## src/rtl/fastica_pkg.sv

```systemverilog
// fastica_pkg: widths, saturation bounds, Gram entry schedule and FSM states
// shared by the symm_gram stage and its MAC unit.
package fastica_pkg;

    localparam int DW     = 26;          // matrix element width
    localparam int FRAC   = 20;          // Q5.20, 1.0 = 1048576
    localparam int PROD_W = 2*DW;        // full signed product
    localparam int ACC_W  = 2*DW + 2;    // 4-term sum never overflows
    localparam int N_ENT  = 10;          // unique entries of a symmetric 4x4

    localparam logic signed [ACC_W-1:0] SAT_MAX  = {{(ACC_W-DW+1){1'b0}}, {(DW-1){1'b1}}};
    localparam logic signed [ACC_W-1:0] SAT_MIN  = {{(ACC_W-DW+1){1'b1}}, {(DW-1){1'b0}}};
    localparam logic signed [ACC_W-1:0] RND_BIAS = {{(ACC_W-FRAC){1'b0}}, 1'b1, {(FRAC-1){1'b0}}};

    // Upper-triangle visiting order (0-based row/col)
    localparam logic [1:0] SCHED_ROW [N_ENT] = '{2'd0, 2'd0, 2'd0, 2'd0, 2'd1, 2'd1, 2'd1, 2'd2, 2'd2, 2'd3};
    localparam logic [1:0] SCHED_COL [N_ENT] = '{2'd0, 2'd1, 2'd2, 2'd3, 2'd1, 2'd2, 2'd3, 2'd2, 2'd3, 2'd3};

    typedef enum logic [1:0] {
        ST_IDLE = 2'd0,
        ST_MAC  = 2'd1,
        ST_DONE = 2'd2
    } state_t;

endpackage

```

## src/rtl/gram_mac_unit.sv

```systemverilog
// gram_mac_unit: signed multiply, 54-bit accumulate, and floor-shift (or
// round-half-up when SYMM_GRAM_ROUND_EN is defined) with saturation of
// acc+product. o_result is valid in the cycle i_last is high.
module gram_mac_unit
    import fastica_pkg::*;
(
    input  logic          i_clk,
    input  logic          i_rst_n,
    input  logic          i_clr,
    input  logic          i_acc_en,
    input  logic          i_last,
    input  logic [DW-1:0] i_op_a,
    input  logic [DW-1:0] i_op_b,
    output logic [DW-1:0] o_result
);

    logic signed [PROD_W-1:0] w_prod;
    logic signed [ACC_W-1:0]  w_sum;
    logic signed [ACC_W-1:0]  w_biased;
    logic signed [ACC_W-1:0]  w_shift;
    logic signed [ACC_W-1:0]  r_acc;

    assign w_prod = $signed(i_op_a) * $signed(i_op_b);
    assign w_sum  = r_acc + $signed({{(ACC_W-PROD_W){w_prod[PROD_W-1]}}, w_prod});

`ifdef SYMM_GRAM_ROUND_EN
    assign w_biased = w_sum + RND_BIAS;
`else
    assign w_biased = w_sum;
`endif

    assign w_shift = w_biased >>> FRAC;

    // Clamp the shifted sum into the DW-bit signed range
    always_comb begin
        o_result = w_shift[DW-1:0];
        if (w_shift > SAT_MAX) begin
            o_result = SAT_MAX[DW-1:0];
        end else if (w_shift < SAT_MIN) begin
            o_result = SAT_MIN[DW-1:0];
        end
    end

    // Accumulator: cleared on start and after the last term of each entry
    always_ff @(posedge i_clk or negedge i_rst_n) begin
        if (!i_rst_n) begin
            r_acc <= '0;
        end else if (i_clr) begin
            r_acc <= '0;
        end else if (i_acc_en) begin
            r_acc <= i_last ? '0 : w_sum;
        end
    end

endmodule

```

## src/rtl/symm_gram.sv

```systemverilog
// symm_gram: G = W*W^T for a 4x4 Q5.20 matrix using one time-shared MAC.
// The 10 unique entries take 4 cycles each; each result is written to both
// mirror positions. Optional macro SYMM_GRAM_ROUND_EN selects round-half-up.
module symm_gram
    import fastica_pkg::*;
(
    input  logic          clk_gram,
    input  logic          rstn_gram,
    input  logic          en_gram,
    input  logic [DW-1:0] w11, w12, w13, w14,
    input  logic [DW-1:0] w21, w22, w23, w24,
    input  logic [DW-1:0] w31, w32, w33, w34,
    input  logic [DW-1:0] w41, w42, w43, w44,
    output logic          busy_gram,
    output logic          done_gram,
    output logic [DW-1:0] g11, g12, g13, g14,
    output logic [DW-1:0] g21, g22, g23, g24,
    output logic [DW-1:0] g31, g32, g33, g34,
    output logic [DW-1:0] g41, g42, g43, g44
);

    logic [DW-1:0] w_win  [4][4];
    logic [DW-1:0] r_bank [4][4];
    logic [DW-1:0] r_g    [4][4];

    state_t        r_state, w_state_nx;
    logic [3:0]    r_e;
    logic [1:0]    r_k;
    logic          w_accept, w_mac, w_last, w_final;
    logic [1:0]    w_row, w_col;
    logic [DW-1:0] w_op_a, w_op_b, w_result;

    assign w_win[0][0] = w11;  assign w_win[0][1] = w12;  assign w_win[0][2] = w13;  assign w_win[0][3] = w14;
    assign w_win[1][0] = w21;  assign w_win[1][1] = w22;  assign w_win[1][2] = w23;  assign w_win[1][3] = w24;
    assign w_win[2][0] = w31;  assign w_win[2][1] = w32;  assign w_win[2][2] = w33;  assign w_win[2][3] = w34;
    assign w_win[3][0] = w41;  assign w_win[3][1] = w42;  assign w_win[3][2] = w43;  assign w_win[3][3] = w44;

    assign g11 = r_g[0][0];  assign g12 = r_g[0][1];  assign g13 = r_g[0][2];  assign g14 = r_g[0][3];
    assign g21 = r_g[1][0];  assign g22 = r_g[1][1];  assign g23 = r_g[1][2];  assign g24 = r_g[1][3];
    assign g31 = r_g[2][0];  assign g32 = r_g[2][1];  assign g33 = r_g[2][2];  assign g34 = r_g[2][3];
    assign g41 = r_g[3][0];  assign g42 = r_g[3][1];  assign g43 = r_g[3][2];  assign g44 = r_g[3][3];

    assign w_row  = SCHED_ROW[r_e];
    assign w_col  = SCHED_COL[r_e];
    assign w_op_a = r_bank[w_row][r_k];
    assign w_op_b = r_bank[w_col][r_k];

    assign busy_gram = (r_state != ST_IDLE);
    assign done_gram = (r_state == ST_DONE);

    // State register
    always_ff @(posedge clk_gram or negedge rstn_gram) begin
        if (!rstn_gram) begin
            r_state <= ST_IDLE;
        end else begin
            r_state <= w_state_nx;
        end
    end

    // Next-state and per-cycle control
    always_comb begin
        w_state_nx = r_state;
        w_accept   = 1'b0;
        w_mac      = 1'b0;
        w_last     = 1'b0;
        w_final    = 1'b0;
        case (r_state)
            ST_IDLE: begin
                if (en_gram) begin
                    w_accept   = 1'b1;
                    w_state_nx = ST_MAC;
                end
            end
            ST_MAC: begin
                w_mac   = 1'b1;
                w_last  = (r_k == 2'd3);
                w_final = w_last && (r_e == 4'(N_ENT-1));
                if (w_final) begin
                    w_state_nx = ST_DONE;
                end
            end
            ST_DONE: w_state_nx = ST_IDLE;
            default: w_state_nx = ST_IDLE;
        endcase
    end

    // Operand capture, entry/term counters and mirrored result write
    always_ff @(posedge clk_gram or negedge rstn_gram) begin
        if (!rstn_gram) begin
            r_e    <= '0;
            r_k    <= '0;
            r_bank <= '{default: '0};
            r_g    <= '{default: '0};
        end else if (w_accept) begin
            r_e    <= '0;
            r_k    <= '0;
            r_bank <= w_win;
        end else if (w_mac) begin
            r_k <= r_k + 2'd1;
            if (w_last) begin
                r_e                 <= w_final ? 4'd0 : r_e + 4'd1;
                r_g[w_row][w_col]   <= w_result;
                r_g[w_col][w_row]   <= w_result;
            end
        end
    end

    gram_mac_unit u_mac (
        .i_clk    (clk_gram),
        .i_rst_n  (rstn_gram),
        .i_clr    (w_accept),
        .i_acc_en (w_mac),
        .i_last   (w_last),
        .i_op_a   (w_op_a),
        .i_op_b   (w_op_b),
        .o_result (w_result)
    );

endmodule

```

## config.mk

```make
export PLATFORM = sky130hd
export DESIGN_NAME = symm_gram
export DESIGN_NICKNAME = d
export VERILOG_FILES = /design/src/rtl/fastica_pkg.sv /design/src/rtl/gram_mac_unit.sv /design/src/rtl/symm_gram.sv
export SDC_FILE = /design/constraint.sdc
export NUM_CORES = 2
export LEC_CHECK = 0
export ABC_AREA = 1
export CORE_AREA = 2 2 416 418
export DETAILED_ROUTE_END_ITERATION = 7
export DIE_AREA = 0 0 418 420
export SYNTH_ARGS = -nofsm -noshare
export SYNTH_HDL_FRONTEND = slang
export SYNTH_SLANG_ARGS = --single-unit
```

## constraint.sdc

```tcl
create_clock -name clk_gram -period 17.4 [get_ports clk_gram]
set_input_delay 5.22 -clock clk_gram [delete_from_list [all_inputs] [get_ports clk_gram]]
set_output_delay 5.22 -clock clk_gram [all_outputs]
set_load 0.03 [all_outputs]
```

==> flow_summary.html <==
<table>
<tr><th>Metric</th><th>Value</th></tr>
<tr><th colspan="2">Timing</th></tr>
<tr><td>Setup repair after global routing missed its margin</td><td>false</td></tr>
<tr><td>Post-route clock skew</td><td>~0.057 ns</td></tr>
<tr><td>Slew @ Worst Pin</td><td>1.248 ns</td></tr>
<tr><td>Share of the clock period used by the worst path</td><td>80.60%</td></tr>
<tr><td>Total negative slack for setup checks</td><td>0 ns</td></tr>
<tr><td>Minimum clock period after layout</td><td>14.03 ns</td></tr>
<tr><td>Total count of max-transition violations in the final report</td><td>0</td></tr>
<tr><td>Highest clock frequency the design can meet</td><td>around 0.071 GHz</td></tr>
<tr><td>Number of endpoints with negative hold slack in the final report</td><td>0</td></tr>
<tr><td>Total of endpoints with negative setup slack in the final report</td><td>0</td></tr>
<tr><td>Remaining max-slew budget at the tightest pin</td><td>approximately 15%</td></tr>
<tr><td>Hold slack final</td><td>between 0.4 and 0.5 ns</td></tr>
<tr><th colspan="2">Synth</th></tr>
<tr><td>Parity-gate share of the synthesized area counting xor and xnor cells</td><td>0.5159%</td></tr>
<tr><td>Synth Area per Inst</td><td>9.122 sq um</td></tr>
<tr><td>Post-Synth Adder-Cell Area</td><td>a little over a quarter</td></tr>
<tr><td>Mux cell area share after synthesis</td><td>5.340%</td></tr>
<tr><td>Net count after synthesis</td><td>between 8k and 9k</td></tr>
<tr><td>Number of flops mapped to enable cells by yosys</td><td>0</td></tr>
<tr><td>Synth warn</td><td>0</td></tr>
<tr><td>Dominant cells by area after synthesis</td><td>dfrtp_1 33%, fa_1 24%, nand2_1 9.1%, inv_1 7.4%, mux2_2 5.3%</td></tr>
<tr><td>Flop and latch count out of synthesis</td><td>894</td></tr>
<tr><td>Fraction of the mapped netlist area in compound gates</td><td>between 7 and 8%</td></tr>
<tr><td>Area share of and/or/nand/nor cells after synthesis</td><td>15.70%</td></tr>
<tr><td>Biggest area consumer among synthesized cells</td><td>dfrtp_1</td></tr>
<tr><td>Post-Syn Instances</td><td>between 7k and 8k</td></tr>
<tr><td>Area fraction of the dominant cell type after synthesis</td><td>roughly a third</td></tr>
<tr><td>Proportion of synthesized flip-flops having asynchronous set or reset</td><td>100.0%</td></tr>
<tr><td>Register area share after synthesis</td><td>about a third</td></tr>
<tr><td>Main flop type after synthesis</td><td>dfrtp_1</td></tr>
<tr><td>Largest family of logic cells by synthesized area</td><td>adder cells</td></tr>
<tr><td>Mapped cell area</td><td>around 68000 sq um</td></tr>
<tr><td>Number of distinct library cells after synthesis</td><td>between 50 and 60</td></tr>
<tr><th colspan="2">Clock network</th></tr>
<tr><td>Clock Latency Late Sink</td><td>0.76 ns</td></tr>
<tr><td>Resize count post-CTS</td><td>0</td></tr>
<tr><td>Setup Buffers After CTS</td><td>0</td></tr>
<tr><td>Buffer type at the clock tree root</td><td>clkbuf_16</td></tr>
<tr><td>Number of H-tree levels</td><td>3</td></tr>
<tr><td>Clock transition at the register clock pins on the worst setup and hold paths after CTS</td><td>0.06 ns</td></tr>
<tr><td>Clock Path Buffers</td><td>3</td></tr>
<tr><td>Hold_buf cts</td><td>0</td></tr>
<tr><td>TritonCTS Buffers</td><td>100</td></tr>
<tr><td>Count of clock tree sinks</td><td>a little under 900</td></tr>
<tr><td>Clock tree from TritonCTS</td><td>built</td></tr>
<tr><th colspan="2">Floorplanning</th></tr>
<tr><td>Area of the core</td><td>171000 sq um</td></tr>
<tr><td>Horizontal die dimension</td><td>about 420 um</td></tr>
<tr><td>Vert. Die Dim</td><td>about 420 um</td></tr>
<tr><td>Number of rows created at floorplan</td><td>about 150</td></tr>
<tr><td>Io pins</td><td>between 800 and 900</td></tr>
<tr><td>Initial cell density of the core</td><td>about two fifths</td></tr>
<tr><td>Floorplan die area</td><td>about 180000 sq um</td></tr>
<tr><th colspan="2">Worst setup path</th></tr>
<tr><td>Reg-to-reg slack, setup</td><td>roughly 3.4 ns</td></tr>
<tr><td>Cell with the most instances on the worst path</td><td>inv_1</td></tr>
<tr><td>Critical register-to-register path endpoint</td><td>g24[1]$_DFFE_PN0P_</td></tr>
<tr><td>Path length in cells of the critical path</td><td>43</td></tr>
<tr><td>Capturing element of the worst setup path</td><td>g24[1]$_DFFE_PN0P_</td></tr>
<tr><td>Slowest-stage cell, CP</td><td>buf_4</td></tr>
<tr><td>Arrival time of the worst setup path</td><td>14.64 ns</td></tr>
<tr><td>Critical Path Sink Type</td><td>register</td></tr>
<tr><td>Critical path fanouts, max</td><td>~110</td></tr>
<tr><td>Buffers plus inverters on the worst setup path</td><td>14</td></tr>
<tr><td>Critical path required time</td><td>about 18 ns</td></tr>
<tr><td>Reg-to-Reg Start</td><td>r_e[0]$_DFFE_PN0P_</td></tr>
<tr><td>Startpoint kind of the worst setup timing path</td><td>register</td></tr>
<tr><td>CP Launch Point</td><td>r_e[0]$_DFFE_PN0P_</td></tr>
<tr><td>Cell family with most CP delay</td><td>adder cells</td></tr>
<tr><td>Critical path class</td><td>register to register</td></tr>
<tr><td>Number of cells on the worst reg-to-reg path</td><td>43</td></tr>
<tr><td>Maximum cell stage delay along the critical path</td><td>0.95 ns</td></tr>
<tr><th colspan="2">Route</th></tr>
<tr><td>Detailed-route via count</td><td>56.67k</td></tr>
<tr><td>Routed via count divided by cell count</td><td>about 5.4</td></tr>
<tr><td>Drt first pass iters</td><td>6</td></tr>
<tr><td>Count of antenna-violating nets left after detailed routing</td><td>0</td></tr>
<tr><td>Initial detailed-routing violation count</td><td>5499</td></tr>
<tr><td>Drt total wl</td><td>265900 um</td></tr>
<tr><td>Routed wire per std cell</td><td>25.38 um</td></tr>
<tr><td>Remaining design rule violation count</td><td>0</td></tr>
<tr><th colspan="2">Final layout</th></tr>
<tr><td>Fraction of final layout cells with drive strength greater than 1</td><td>between 10% and 20%</td></tr>
<tr><td>Registers with the highest flip-flop counts</td><td>r_bank (416), u_mac.r_acc (54)</td></tr>
<tr><td>Max FFs per register</td><td>between 400 and 500</td></tr>
<tr><td>Flip-flop and latch area</td><td>about 22000 sq um</td></tr>
<tr><td>Most used cells in the layout excluding fill and tap cells</td><td>1641 x nand2_1, 1336 x inv_1, 892 x dfrtp_1, 835 x clkdlybuf4s50_1, 815 x fa_1</td></tr>
<tr><td>Register with the most flip-flops</td><td>r_bank</td></tr>
<tr><td>Most common cell after layout, fill and taps aside</td><td>nand2_1</td></tr>
<tr><td>Fillcell total</td><td>16.12k</td></tr>
<tr><td>Area delta synth-&gt;final</td><td>20.74%</td></tr>
<tr><td>Share of the core filled with cells</td><td>47.95%</td></tr>
<tr><td>Combined area of the multi-input logic cells</td><td>38730 sq um</td></tr>
<tr><td>Final net count</td><td>9531</td></tr>
<tr><th colspan="2">Placement</th></tr>
<tr><td>Placer congestion estimate</td><td>a little under 1</td></tr>
<tr><td>I/O Buffers</td><td>approximately 840</td></tr>
<tr><td>DP HPWL</td><td>slightly above 200000 um</td></tr>
<tr><th colspan="2">Outcome</th></tr>
<tr><td>Status</td><td>finished, final reports clean</td></tr>
<tr><th colspan="2">GRT</th></tr>
<tr><td>Global Route Usage Sum</td><td>between 30 and 40%</td></tr>
<tr><td>Wire length of the first global-routing pass</td><td>slightly below 400000 um</td></tr>
<tr><td>Largest net degree at the start of global routing</td><td>178</td></tr>
<tr><td>Congestion Overflow GR</td><td>0</td></tr>
<tr><td>Vias in the first global route</td><td>~58k</td></tr>
<tr><td>Number of antenna violations at the first check in global routing</td><td>58</td></tr>
<tr><th colspan="2">Worst hold path</th></tr>
<tr><td>Class of the most critical hold timing path</td><td>register to register</td></tr>
<tr><th colspan="2">Run</th></tr>
<tr><td>Number of violations of the max-capacitance limit</td><td>0</td></tr>
</table>
-- cell type report --
class                           count  area share [%]
Sequential cell                   894           27.29
Clock buffer                      141           3.486
Multi-Input combinational cell   4791           47.24
Inverter                         1403           6.435
Clock inverter                     44          0.9248
Timing Repair Buffer              925           11.07
Antenna cell                       47          0.1435
Tap cell                         2233           3.408
-- synth_stat cells (12+ instances only) --
library cell     n
clkbuf_1       158
nand2_2         32
o31ai_1         18
a221oi_1        37
dfrtp_1        894
nand3_1        162
nand2_4         17
buf_2          145
o22ai_1        157
o221a_2         33
o21ai_0        100
fa_1           815
xnor2_1         23
xor2_1          17
ha_1           182
nor2_1         622
nand4_1         13
o211ai_1        45
or2_2          103
inv_1         1337
o21ai_1         12
buf_1           34
a21oi_1        231
nor2_2          15
a2111o_1        14
o221ai_1        98
inv_2           64
nand2_1       1643
o311ai_0        23
mux2_2         322
-- how the worst min path moves through the flow --
stage,from,endpoint,slack [ns],depth (start not counted)
floorplan,r_bank[51]$_DFFE_PN0P_,r_bank[51]$_DFFE_PN0P_,0.49,1
global placement,g21[3]$_DFFE_PN0P_,g21[3]$_DFFE_PN0P_,0.46,2
detailed placement,g43[14]$_DFFE_PN0P_,g43[14]$_DFFE_PN0P_,0.46,2
CTS,g43[14]$_DFFE_PN0P_,g43[14]$_DFFE_PN0P_,0.48,2
global route,g24[22]$_DFFE_PN0P_,g24[22]$_DFFE_PN0P_,0.50,2
finish,g41[9]$_DFFE_PN0P_,g41[9]$_DFFE_PN0P_,0.48,2
-- worst reg2reg max path, delay by kind of cell (launching register included) --
family,cells,cell delay [ns]
fa+ha+maj,9,4.74
simple gates,12,2.87
buf+inv,14,4.39
compound gates,8,1.51
flops,1,0.44
-- metal layers --
metal	wire length, um	track usage, %
met3	24560	7.623
met5	59	0
met4	17450	17.98
met2	124700	48.35
met1	99100	37.17
-- kinds of logic (layout without fill, tap and decap cells) --
group / count (synthesis) / count (layout)
other cells: 0 / 47
simple gates: 2626 / 2626
buf+inv: 1759 / 2513
fa+ha+maj: 997 / 997
flops: 894 / 894
compound gates: 806 / 806
xor+xnor: 40 / 40
mux: 322 / 322
-- stage by stage --
stage	instance area (sq um)	setup WS [ns]	std cells
after floorplan	67910	8.520	7444
after global placement	78260	4.045	10250
after detailed placement	78260	3.708	10250
after CTS	81870	3.712	10430
after global routing	81990	2.766	10480
final	81990	3.375	10480
Power is left out: the tool's default activity adds up to more than one toggle a clock period on the data nets, which glitch-free logic cannot reach.
